## src/rtl/qam_nibble_packer_pkg.sv

```systemverilog
// Shared constants for the 16QAM nibble packer: symbol width, FSM encoding,
// and word-counter width.
package qam_pkg;
  localparam int SYMBOL_W = 4;
  localparam int WC_W     = 16;

  localparam logic [1:0] IDLE  = 2'd0;
  localparam logic [1:0] FETCH = 2'd1;
  localparam logic [1:0] LATCH = 2'd2;
  localparam logic [1:0] EMIT  = 2'd3;
endpackage

```

## src/rtl/qam_nibble_packer_if.sv

```systemverilog
// FIFO read side plus packed-word valid/ready bus of the nibble packer.
// QAM_PACKER_PARITY_EN adds out_parity alongside out_data.
interface qam_nibble_packer_if #(parameter int NIBBLES_PER_WORD = 2);
  import qam_pkg::*;

  logic                                 rdempty;
  logic [SYMBOL_W-1:0]                  q;
  logic                                 rdreq;
  logic [SYMBOL_W*NIBBLES_PER_WORD-1:0] out_data;
  logic                                 out_valid;
  logic                                 out_ready;
  logic                                 out_partial;
`ifdef QAM_PACKER_PARITY_EN
  logic                                 out_parity;

  modport master (input rdempty, q, out_ready,
                  output rdreq, out_data, out_valid, out_partial, out_parity);
  modport slave  (output rdempty, q, out_ready,
                  input rdreq, out_data, out_valid, out_partial, out_parity);
`else
  modport master (input rdempty, q, out_ready,
                  output rdreq, out_data, out_valid, out_partial);
  modport slave  (output rdempty, q, out_ready,
                  input rdreq, out_data, out_valid, out_partial);
`endif
endinterface

```

## src/rtl/qam_nibble_packer_shift_slot.sv

```systemverilog
// Shadow word with a fill counter: writes the incoming nibble into the next
// slot (MSN- or LSN-first) and clears back to all-zero.
module qam_nibble_shift_slot
  import qam_pkg::*;
#(
  parameter int NIBBLES_PER_WORD = 2,
  parameter bit MSN_FIRST        = 1'b1,
  parameter int SW               = $clog2(NIBBLES_PER_WORD + 1)
) (
  input  logic                                 dclk,
  input  logic                                 reset,
  input  logic                                 i_wr,
  input  logic                                 i_clr,
  input  logic [SYMBOL_W-1:0]                  i_nib,
  output logic [SYMBOL_W*NIBBLES_PER_WORD-1:0] o_word,
  output logic [SYMBOL_W*NIBBLES_PER_WORD-1:0] o_word_nxt,
  output logic [SW-1:0]                        o_slot,
  output logic                                 o_last
);
  logic [NIBBLES_PER_WORD-1:0][SYMBOL_W-1:0] r_shadow, w_nxt;
  logic [SW-1:0]                             r_slot, w_pos;

  // Only meaningful while r_slot < NIBBLES_PER_WORD, i.e. whenever i_wr can fire.
  assign w_pos = MSN_FIRST ? (SW'(NIBBLES_PER_WORD - 1) - r_slot) : r_slot;

  for (genvar g = 0; g < NIBBLES_PER_WORD; g++) begin : g_slot
    assign w_nxt[g] = (w_pos == SW'(g)) ? i_nib : r_shadow[g];
  end

  assign o_word     = r_shadow;
  assign o_word_nxt = w_nxt;
  assign o_slot     = r_slot;
  assign o_last     = (r_slot == SW'(NIBBLES_PER_WORD - 1));

  always_ff @(posedge dclk or posedge reset) begin
    if (reset) begin
      r_shadow <= '0;
      r_slot   <= '0;
    end else if (i_clr) begin
      r_shadow <= '0;
      r_slot   <= '0;
    end else if (i_wr) begin
      r_shadow <= w_nxt;
      r_slot   <= r_slot + 1'b1;
    end
  end
endmodule

```

## src/rtl/qam_nibble_packer.sv

```systemverilog
// Pops 4-bit symbols from a non-show-ahead FIFO and packs them into words on a
// valid/ready bus; flush emits a zero-padded partial word. Option: QAM_PACKER_PARITY_EN.
module qam_nibble_packer
  import qam_pkg::*;
#(
  parameter int NIBBLES_PER_WORD = 2,
  parameter bit MSN_FIRST        = 1'b1
) (
  input  logic            dclk,
  input  logic            reset,
  input  logic            enable,
  input  logic            flush,
  output logic [WC_W-1:0] word_count,
  qam_nibble_packer_if.master bus
);
  localparam int OW = SYMBOL_W * NIBBLES_PER_WORD;
  localparam int SW = $clog2(NIBBLES_PER_WORD + 1);

  logic [1:0]      r_state;
  logic [OW-1:0]   r_out_data;
  logic            r_out_partial;
  logic [WC_W-1:0] r_word_count;
  logic            w_rd, w_acc, w_flush_go, w_last;
  logic [OW-1:0]   w_word, w_word_nxt, w_emit_val;
  logic [SW-1:0]   w_slot;

  // Read only from FETCH and never on empty, so the FIFO cannot underflow.
  assign w_rd       = (r_state == FETCH) && enable && !bus.rdempty;
  assign w_flush_go = (r_state == FETCH) && !w_rd && flush && (w_slot != '0);
  assign w_acc      = (r_state == EMIT) && bus.out_ready;
  assign w_emit_val = (r_state == LATCH) ? w_word_nxt : w_word;

  qam_nibble_shift_slot #(
    .NIBBLES_PER_WORD(NIBBLES_PER_WORD),
    .MSN_FIRST       (MSN_FIRST)
  ) u_slot (
    .dclk      (dclk),
    .reset     (reset),
    .i_wr      (r_state == LATCH),
    .i_clr     (w_acc),
    .i_nib     (bus.q),
    .o_word    (w_word),
    .o_word_nxt(w_word_nxt),
    .o_slot    (w_slot),
    .o_last    (w_last)
  );

  always_ff @(posedge dclk or posedge reset) begin
    if (reset) begin
      r_state       <= IDLE;
      r_out_data    <= '0;
      r_out_partial <= 1'b0;
      r_word_count  <= '0;
    end else begin
      case (r_state)
        IDLE:  if (enable) r_state <= FETCH;
        FETCH: begin
          if (w_rd) begin
            r_state <= LATCH;
          end else if (w_flush_go) begin
            r_state       <= EMIT;
            r_out_data    <= w_emit_val;
            r_out_partial <= 1'b1;
          end else if (!enable && (w_slot == '0)) begin
            r_state <= IDLE;
          end
        end
        LATCH: begin
          if (w_last) begin
            r_state       <= EMIT;
            r_out_data    <= w_emit_val;
            r_out_partial <= 1'b0;
          end else begin
            r_state <= FETCH;
          end
        end
        default: begin
          if (w_acc) begin
            r_state      <= FETCH;
            r_word_count <= r_word_count + 1'b1;
          end
        end
      endcase
    end
  end

`ifdef QAM_PACKER_PARITY_EN
  logic r_out_parity;

  always_ff @(posedge dclk or posedge reset) begin
    if (reset)
      r_out_parity <= 1'b0;
    else if (w_flush_go || ((r_state == LATCH) && w_last))
      r_out_parity <= ^w_emit_val;
  end

  assign bus.out_parity = r_out_parity;
`endif

  assign bus.rdreq       = w_rd;
  assign bus.out_valid   = (r_state == EMIT);
  assign bus.out_data    = r_out_data;
  assign bus.out_partial = r_out_partial;
  assign word_count      = r_word_count;
endmodule

```

## src/flat_wrapper.sv

```systemverilog
// flat-port wrapper written by rule: the top's interface ports become plain ports
module qam_nibble_packer_flat import qam_pkg::*;
#(
  parameter int NIBBLES_PER_WORD = 2,
  parameter bit MSN_FIRST        = 1'b1
)
  (dclk, reset, enable, flush, word_count, bus_rdempty, bus_q, bus_out_ready, bus_rdreq, bus_out_data, bus_out_valid, bus_out_partial);
  qam_nibble_packer_if #(.NIBBLES_PER_WORD(NIBBLES_PER_WORD)) bus_i ();
  input  logic dclk;
  input  logic reset;
  input  logic enable;
  input  logic flush;
  output logic [WC_W-1:0] word_count;
  input wire logic [$bits(bus_i.rdempty)-1:0] bus_rdempty;
  input wire logic [$bits(bus_i.q)-1:0] bus_q;
  input wire logic [$bits(bus_i.out_ready)-1:0] bus_out_ready;
  output wire logic [$bits(bus_i.rdreq)-1:0] bus_rdreq;
  output wire logic [$bits(bus_i.out_data)-1:0] bus_out_data;
  output wire logic [$bits(bus_i.out_valid)-1:0] bus_out_valid;
  output wire logic [$bits(bus_i.out_partial)-1:0] bus_out_partial;
  assign bus_i.rdempty = bus_rdempty;
  assign bus_i.q = bus_q;
  assign bus_i.out_ready = bus_out_ready;
  assign bus_rdreq = bus_i.rdreq;
  assign bus_out_data = bus_i.out_data;
  assign bus_out_valid = bus_i.out_valid;
  assign bus_out_partial = bus_i.out_partial;
  qam_nibble_packer #(.NIBBLES_PER_WORD(NIBBLES_PER_WORD), .MSN_FIRST(MSN_FIRST)) u_core (.dclk(dclk), .reset(reset), .enable(enable), .flush(flush), .word_count(word_count), .bus(bus_i));
endmodule
```

## config.mk

```make
export PLATFORM = sky130hd
export DESIGN_NAME = qam_nibble_packer_flat
export DESIGN_NICKNAME = d
export VERILOG_FILES = /design/src/rtl/qam_nibble_packer_pkg.sv /design/src/rtl/qam_nibble_packer_if.sv /design/src/rtl/qam_nibble_packer_shift_slot.sv /design/src/rtl/qam_nibble_packer.sv /design/src/flat_wrapper.sv
export SDC_FILE = /design/constraint.sdc
export NUM_CORES = 1
export LEC_CHECK = 0
export ABC_AREA = 1
export BUFFER_PORTS_ARGS = -buffer_cell sky130_fd_sc_hd__clkbuf_2
export CAP_MARGIN = 20
export CORE_ASPECT_RATIO = 1.25
export CORE_MARGIN = 4
export CORE_UTILIZATION = 55
export DETAILED_ROUTE_END_ITERATION = 8
export PLACE_DENSITY = 0.79
export SYNTH_ARGS = -nofsm -noshare
export SYNTH_HDL_FRONTEND = slang
export SYNTH_SLANG_ARGS = --single-unit
```

## constraint.sdc

```tcl
create_clock -name dclk -period 4.35 [get_ports dclk]
set_input_delay 0.2175 -clock dclk [delete_from_list [all_inputs] [get_ports dclk]]
set_output_delay 0.2175 -clock dclk [all_outputs]
set_load 0.005 [all_outputs]
```

# Yosys cells after proc, flatten, opt, wreduce, memory -nomap -nowiden

Cells that the tools add are included.
Widths: inputs -> output; s select.

Add/subtract/negate cells: 3
Multiply operators: 0
Div/mod/pow operators: 0
$lt $le $gt $ge: 0
Eq/ne operators: 10
Shifts and indexed selects: 0
Muxes and demuxes: 21
Bitwise gates (word level): 1
Reductions and logical operators: 21

Operators with widths:

| kind                  | number |
|---|---|
| $mux 8                | 5 |
| $add 16x1->16 const B | 1 |
| $mux 2                | 8 |
| $pmux 8 s2            | 1 |
| $mux 4                | 2 |
| $logic_and 1x1->1     | 7 |
| $eq 2x1->1 const B    | 3 |
| $logic_not 2->1       | 3 |
| $pmux 2 s3            | 1 |
| $reduce_bool 2->1     | 3 |
| $eq 2x2->1 const B    | 2 |
| $ne 2x1->1 const B    | 2 |
| $ne 2x2->1 const B    | 2 |
| $ne 4x2->1 const B    | 1 |
| $reduce_and 4->1      | 1 |
| $reduce_bool 4->1     | 1 |
| $logic_not 1->1       | 3 |
| $mux 1                | 3 |
| $reduce_and 3->1      | 1 |
| $reduce_or 3->1       | 1 |
| $add 2x1->2 const B   | 1 |
| $pmux 1 s2            | 1 |
| $reduce_and 2->1      | 1 |
| $sub 1x2->2 const A   | 1 |
| $not 1->1             | 1 |

Flip-flop bits (word level): 37
Latch bits: 0
RAM bits: 0
Memory bits (read-only): 0
Input bits: 10
Output and inout port bits: 27
Logic and storage cells: 63
Memories kept: 0

# Depth between registers and ports, before layout

Depth after elaboration: 10
Gate-level depth with buffers: 10
Depth with buffers taken out: 10

# Hierarchy

From an unflattened synthesis, not the netlist that was laid out.

Cell total of the unflattened synthesis: 275
Area total of the unflattened synthesis: 2029.4 um^2

Modules (own cells, without submodules):

| module                | instances | cells an instance | area each (um^2) | sequential area each (um^2) |
|---|---|---|---|---|
| qam_nibble_packer     | 1         | 202               | 1503.9           | 675.6 |
| qam_nibble_shift_slot | 1         | 73                | 525.5            | 250.2 |

# Least setup slack after synthesis

No wires, ideal clock.

Path type: reg2reg
Start point: register u_core.r_state[0]
End point: register u_core.r_out_data[0], in the netlist u_core.bus.out_data[0]
Arrival: 1350 ps
Data required time: 4224 ps
Slack: 2874 ps
Stages on the path, launching flop included: 8
Path buffers: 1
Period minus slack after synthesis: 1476 ps
Path through: dfrtp_1 inv_1 ha_1 inv_1 nand2_1 a21oi_4 buf_6 o21ai_0

Cells in the longest elaborated chain, start to end: 9

RTL lines:

| what                              | RTL line                                                                  | text |
|---|---|---|
| from (decl)                       | qam_nibble_packer.sv:19                                                   | `logic [1:0] r_state;` |
| from (signal assigned)            | qam_nibble_packer.sv:50                                                   | `r_state <= IDLE;` |
| from (signal assigned)            | qam_nibble_packer.sv:56                                                   | `IDLE: if (enable) r_state <= FETCH;` |
| from (signal assigned)            | qam_nibble_packer.sv:59                                                   | `r_state <= LATCH;` |
| $eq 2x1->1                        | qam_nibble_packer.sv:28, qam_nibble_packer.sv:29, qam_nibble_packer.sv:55 |  |
| $logic_and 1x1->1 (2 in a row)    | qam_nibble_packer.sv:28                                                   | `assign w_rd = (r_state == FETCH) && enable && !bus.rdempty;` |
| $logic_not 1->1                   | qam_nibble_packer.sv:29                                                   | `assign w_flush_go = (r_state == FETCH) && !w_rd && flush && (w_slot != '0);` |
| $logic_and 1x1->1 (3 in a row)    | qam_nibble_packer.sv:29                                                   |  |
| $ne 2x1->1 (no source line)       | n/a                                                                       |  |
| $reduce_and 4->1 (no source line) | n/a                                                                       |  |
| to (signal assigned)              | qam_nibble_packer.sv:62                                                   | `r_out_data <= w_emit_val;` |
| to (signal assigned)              | qam_nibble_packer.sv:71                                                   | `r_out_data <= w_emit_val;` |
| to (decl)                         | qam_nibble_packer.sv:20                                                   | `logic [OW-1:0] r_out_data;` |

Parallel ways exist; a longest one is shown, timed or not. The select of a mux whose other input is x is not followed.
A chain may end at the register's enable or synchronous reset.

# Worst setup path after layout

Start point: register u_core.r_state[0]
End point: register u_core.r_word_count[12], in the netlist u_core.word_count[12]

Cells in the longest elaborated chain, start to end: 4

RTL lines:

| what                                     | RTL line                | text |
|---|---|---|
| $eq 2x2->1, or another cell as far along | qam_nibble_packer.sv:55 | `case (r_state)` |
| $reduce_or 3->1 (no source line)         | n/a                     |  |
| $not 1->1 (no source line)               | n/a                     |  |
| $reduce_and 2->1 (no source line) *      | n/a                     |  |
| to (signal assigned)                     | qam_nibble_packer.sv:80 | `r_word_count <= r_word_count + 1'b1;` |
| to (decl)                                | qam_nibble_packer.sv:22 | `logic [WC_W-1:0] r_word_count;` |

Every way passes the cells marked *; elsewhere a longest branch is shown, timed or not.

==> flow_summary_export.csv <==
group,metric,value,unit
status,status,"finished clean",
floorplanning,initial_core_util,0.588,
finish,regArea,926,µm²
yosys,synth_top_area_share,0.476,
setup_path,worstSetupEndpoint,"u_core.word_count[12]",
drt,post-route-drc-count,0,
setup_path,r2r_end,"u_core.word_count[12]",
sta,worst_pin_slew,0.454,ns
setup_path,cp_data_required_time,4.53,ns
setup_path,worstSetupEndpointType,"flop",
run,drv_cap,0,
global_route,track_usage,0.189,
drt,routed_wirelength,3750,µm
clock_network,holdBufCountCts,0,
finish,final_util,0.676,
setup_path,cpMostUsedCell,"nand2_1",
floorplanning,die-area,4560,µm²
clock_network,cts_tree,"built",
pwr,power,1.13,mW
sta,maxSlewViolCount,0,
clock_network,h-tree-depth,2,
sta,fmax,511,MHz
sta,min_period,1.96,ns
placed_design,gp_congestion,0.807,
pwr,p_seq_frac,0.432,
sta,clock_skew,0.00783,ns
setup_path,reg2regPathDepth,9,
setup_path,reg2reg_slack,2.39,ns
finish,syn_to_final_growth,15.1,%
sta,setup_viol,0,
pwr,swShare,0.366,
yosys,synthCells,247,
clock_network,cts_buffer_depth,2,
global_route,first_global_vias,1551,
sta,rsz0062_at_grt,"no",
yosys,synth_xor_area_frac,0.0315,
clock_network,cts_root_buffer,"clkbuf_8",
finish,final_cell_mix,"nand2_1 (69), inv_1 (52), dfrtp_1 (37)",
placed_design,place_area,2160,µm²
finish,fin_nets,306,
global_route,grt_start_max_net_pins,38,
setup_path,crit_path_start_kind,"flop",
placed_design,placed_cells,319,
setup_path,crit_fanout,11,
clock_network,ctsResizeCount,0,
clock_network,clk_latency,0.29,ns
drt,vias,1621,
sta,hold_slack,0.00646,ns
floorplanning,fp-row-count,23,
finish,final_common_cell,"nand2_1",
sta,hold_violations,0,
yosys,synth-adder-area-share,0.0450,
drt,routedWlPerCell,11.5,µm
clock_network,cts.reportedPaths.clkPinSlew,0.07,ns
yosys,synthMuxAreaShare,0,
yosys,ys_types,21,
finish,drive_above_1_share,0.169,
yosys,synth.net_count,264,
yosys,synth_area_leaders,"dfrtp_1 (48%), nand2_1 (13%), inv_1 (10%)",
pwr,power_switching,414,µW
yosys,yosys.area_share.simple,0.257,
global_route,grt_remaining_overflow,0,
yosys,synth_warnings,0,
hold_path,hold_path_class,"input pin to asynchronous set/reset pin",
clock_network,cts_buffers,5,
pwr,p_clk_frac,0.202,
placed_design,hpwl,2820,µm
floorplanning,core_area,3310,µm²
yosys,syn_avg_cell_area,7.87,µm²
clock_network,post-cts-setup-buffers,0,
setup_path,cp_slowest_stage_delay,0.41,ns
pwr,combPwrFrac,0.366,
pwr,ir_drop,389,µV
drt,viasPerCell,4.96,
yosys,yosysTopAreaCell,"dfrtp_1",
pwr,power_leakage,1.28,nW
global_route,antenna_found_initial,0,
yosys,syn_area,1940,µm²
finish,diodes,0,
sta,slew_headroom,0.697,
setup_path,worstSetupPathType,"flop to flop",
pwr,intPower,716,µW
yosys,synth-compound-area-share,0.0759,
finish,final_area,2240,µm²
pwr,powerDensity,505,nW/µm²
setup_path,crit_start,"u_core.r_state[0]",
placed_design,port-buffer-count,36,
finish,instances_no_fill,327,
sta,period_share,0.450,
finish,multi_input_area,797,µm²
setup_path,cp_cell_sequence,"ha_1 > nand2_1 > clkinv_1 > nand2_1 > inv_1 > nand2_1 > nor2_1 > nand2_1 > nand2_1",
sta,fin_ws,2.39,ns
setup_path,crit_path_top_delay_cell,"dfrtp_1",
placed_design,pre_cts_ws,2.37,ns
setup_path,r2r-start,"u_core.r_state[0]",
floorplanning,io-pin-count,37,
drt,drt_iter0_drc,67,
setup_path,arrival,2.14,ns
sta,tns,0,ns
yosys,synth_top_family_by_area,"simple AND/OR/NAND/NOR gates",
drt,dr.pass1.iters,4,
yosys,synth-seq-cells,37,
drt,drtAntennaViolNets,0,
global_route,grt_pass1_wl,6350,µm
clock_network,cts_sinks,37,
yosys,ys_seq_area_frac,0.476,
finish,n_fill_cell,305,
floorplanning,dieWidth,61.2,µm
floorplanning,die_h,74.5,µm
-- layout make-up --
type	count	share of cell area
Sequential cell	37	0.414
Multi-Input combinational cell	155	0.356
Inverter	53	0.0889
Timing Repair Buffer	37	0.0838
Clock buffer	6	0.0324
Tap cell	37	0.0207
Clock inverter	2	0.00447
-- worst min-delay path by stage --
stage / startpoint / end / slack, ns / cells past startpoint
2_1_floorplan: reset / u_core.bus.out_data[0] / 0.40 / 1
3_3_place_gp: reset / u_core.bus.out_data[6] / 0.33 / 3
3_5_place_dp: reset / u_core.bus.out_data[6] / 0.34 / 3
4_1_cts: reset / u_core.bus.out_data[6] / 0.02 / 3
5_1_grt: reset / u_core.u_slot.o_word[6] / 0.05 / 3
6_report: reset / u_core.bus.out_data[6] / 0.006 / 3
-- critical path, delay by kind of cell, from the launching register on --
family                     cells  cell delay, ns
and+or+nand+nor                6            0.77
buffers and inverters          2            0.44
DFF                            1            0.41
adders and majority gates      1            0.23
-- power by group through the flow --
stage | registers (mW) | logic [mW] | clock network (mW)
2_1_floorplan | 0.490 | 0.309 | 0
3_3_place_gp | 0.491 | 0.404 | 0
3_5_place_dp | 0.496 | 0.416 | 0
4_1_cts | 0.490 | 0.418 | 0.236
5_1_grt | 0.500 | 0.475 | 0.251
6_report | 0.488 | 0.413 | 0.228
-- sequential cells by signal, indices dropped and copies added (netlist names) --
name / flops
u_core.u_slot.o_slot: 2
u_core.bus.out_partial: 1
u_core.u_slot.o_word: 8
u_core.bus.out_data: 8
u_core.r_state: 2
u_core.word_count: 16
-- cells in the mapped netlist (all sizes together) --
cell type and instances:
a21oi 1, buf 2, clkinv 1, dfrtp 37
ha 7, inv 52, nand2 70, nand3 13
nand3b 2, nand4 4, nor2 28, nor3 2
o21a 8, o21ai 12, o21bai 1, xnor2 2
xor2 5
-- metal layers --
| layer | GRT usage | part of all wire | wire length [µm] | up-vias |
|---|---|---|---|---|
| met2 | 0.314 | 0.50 | 1890 | 39 |
| met5 | 0 | 0 | 0 | - |
| met4 | 0.0916 | 0.019 | 70 | 0 |
| li1 | - | - | - | 829 |
| met3 | 0.0469 | 0.054 | 203 | 5 |
| met1 | 0.223 | 0.42 | 1590 | 748 |
-- cells by family (layout without fill, tap and decap cells) --
group	count (synthesis)	after routing
AND/OR/NAND/NOR	119	119
buffers and inverters	55	98
flip-flops	37	37
AO/OA/AOI/OAI	22	22
adder cells (fa/ha/maj)	7	7
XOR/XNOR	7	7
Power figures use the tool's default switching activity.
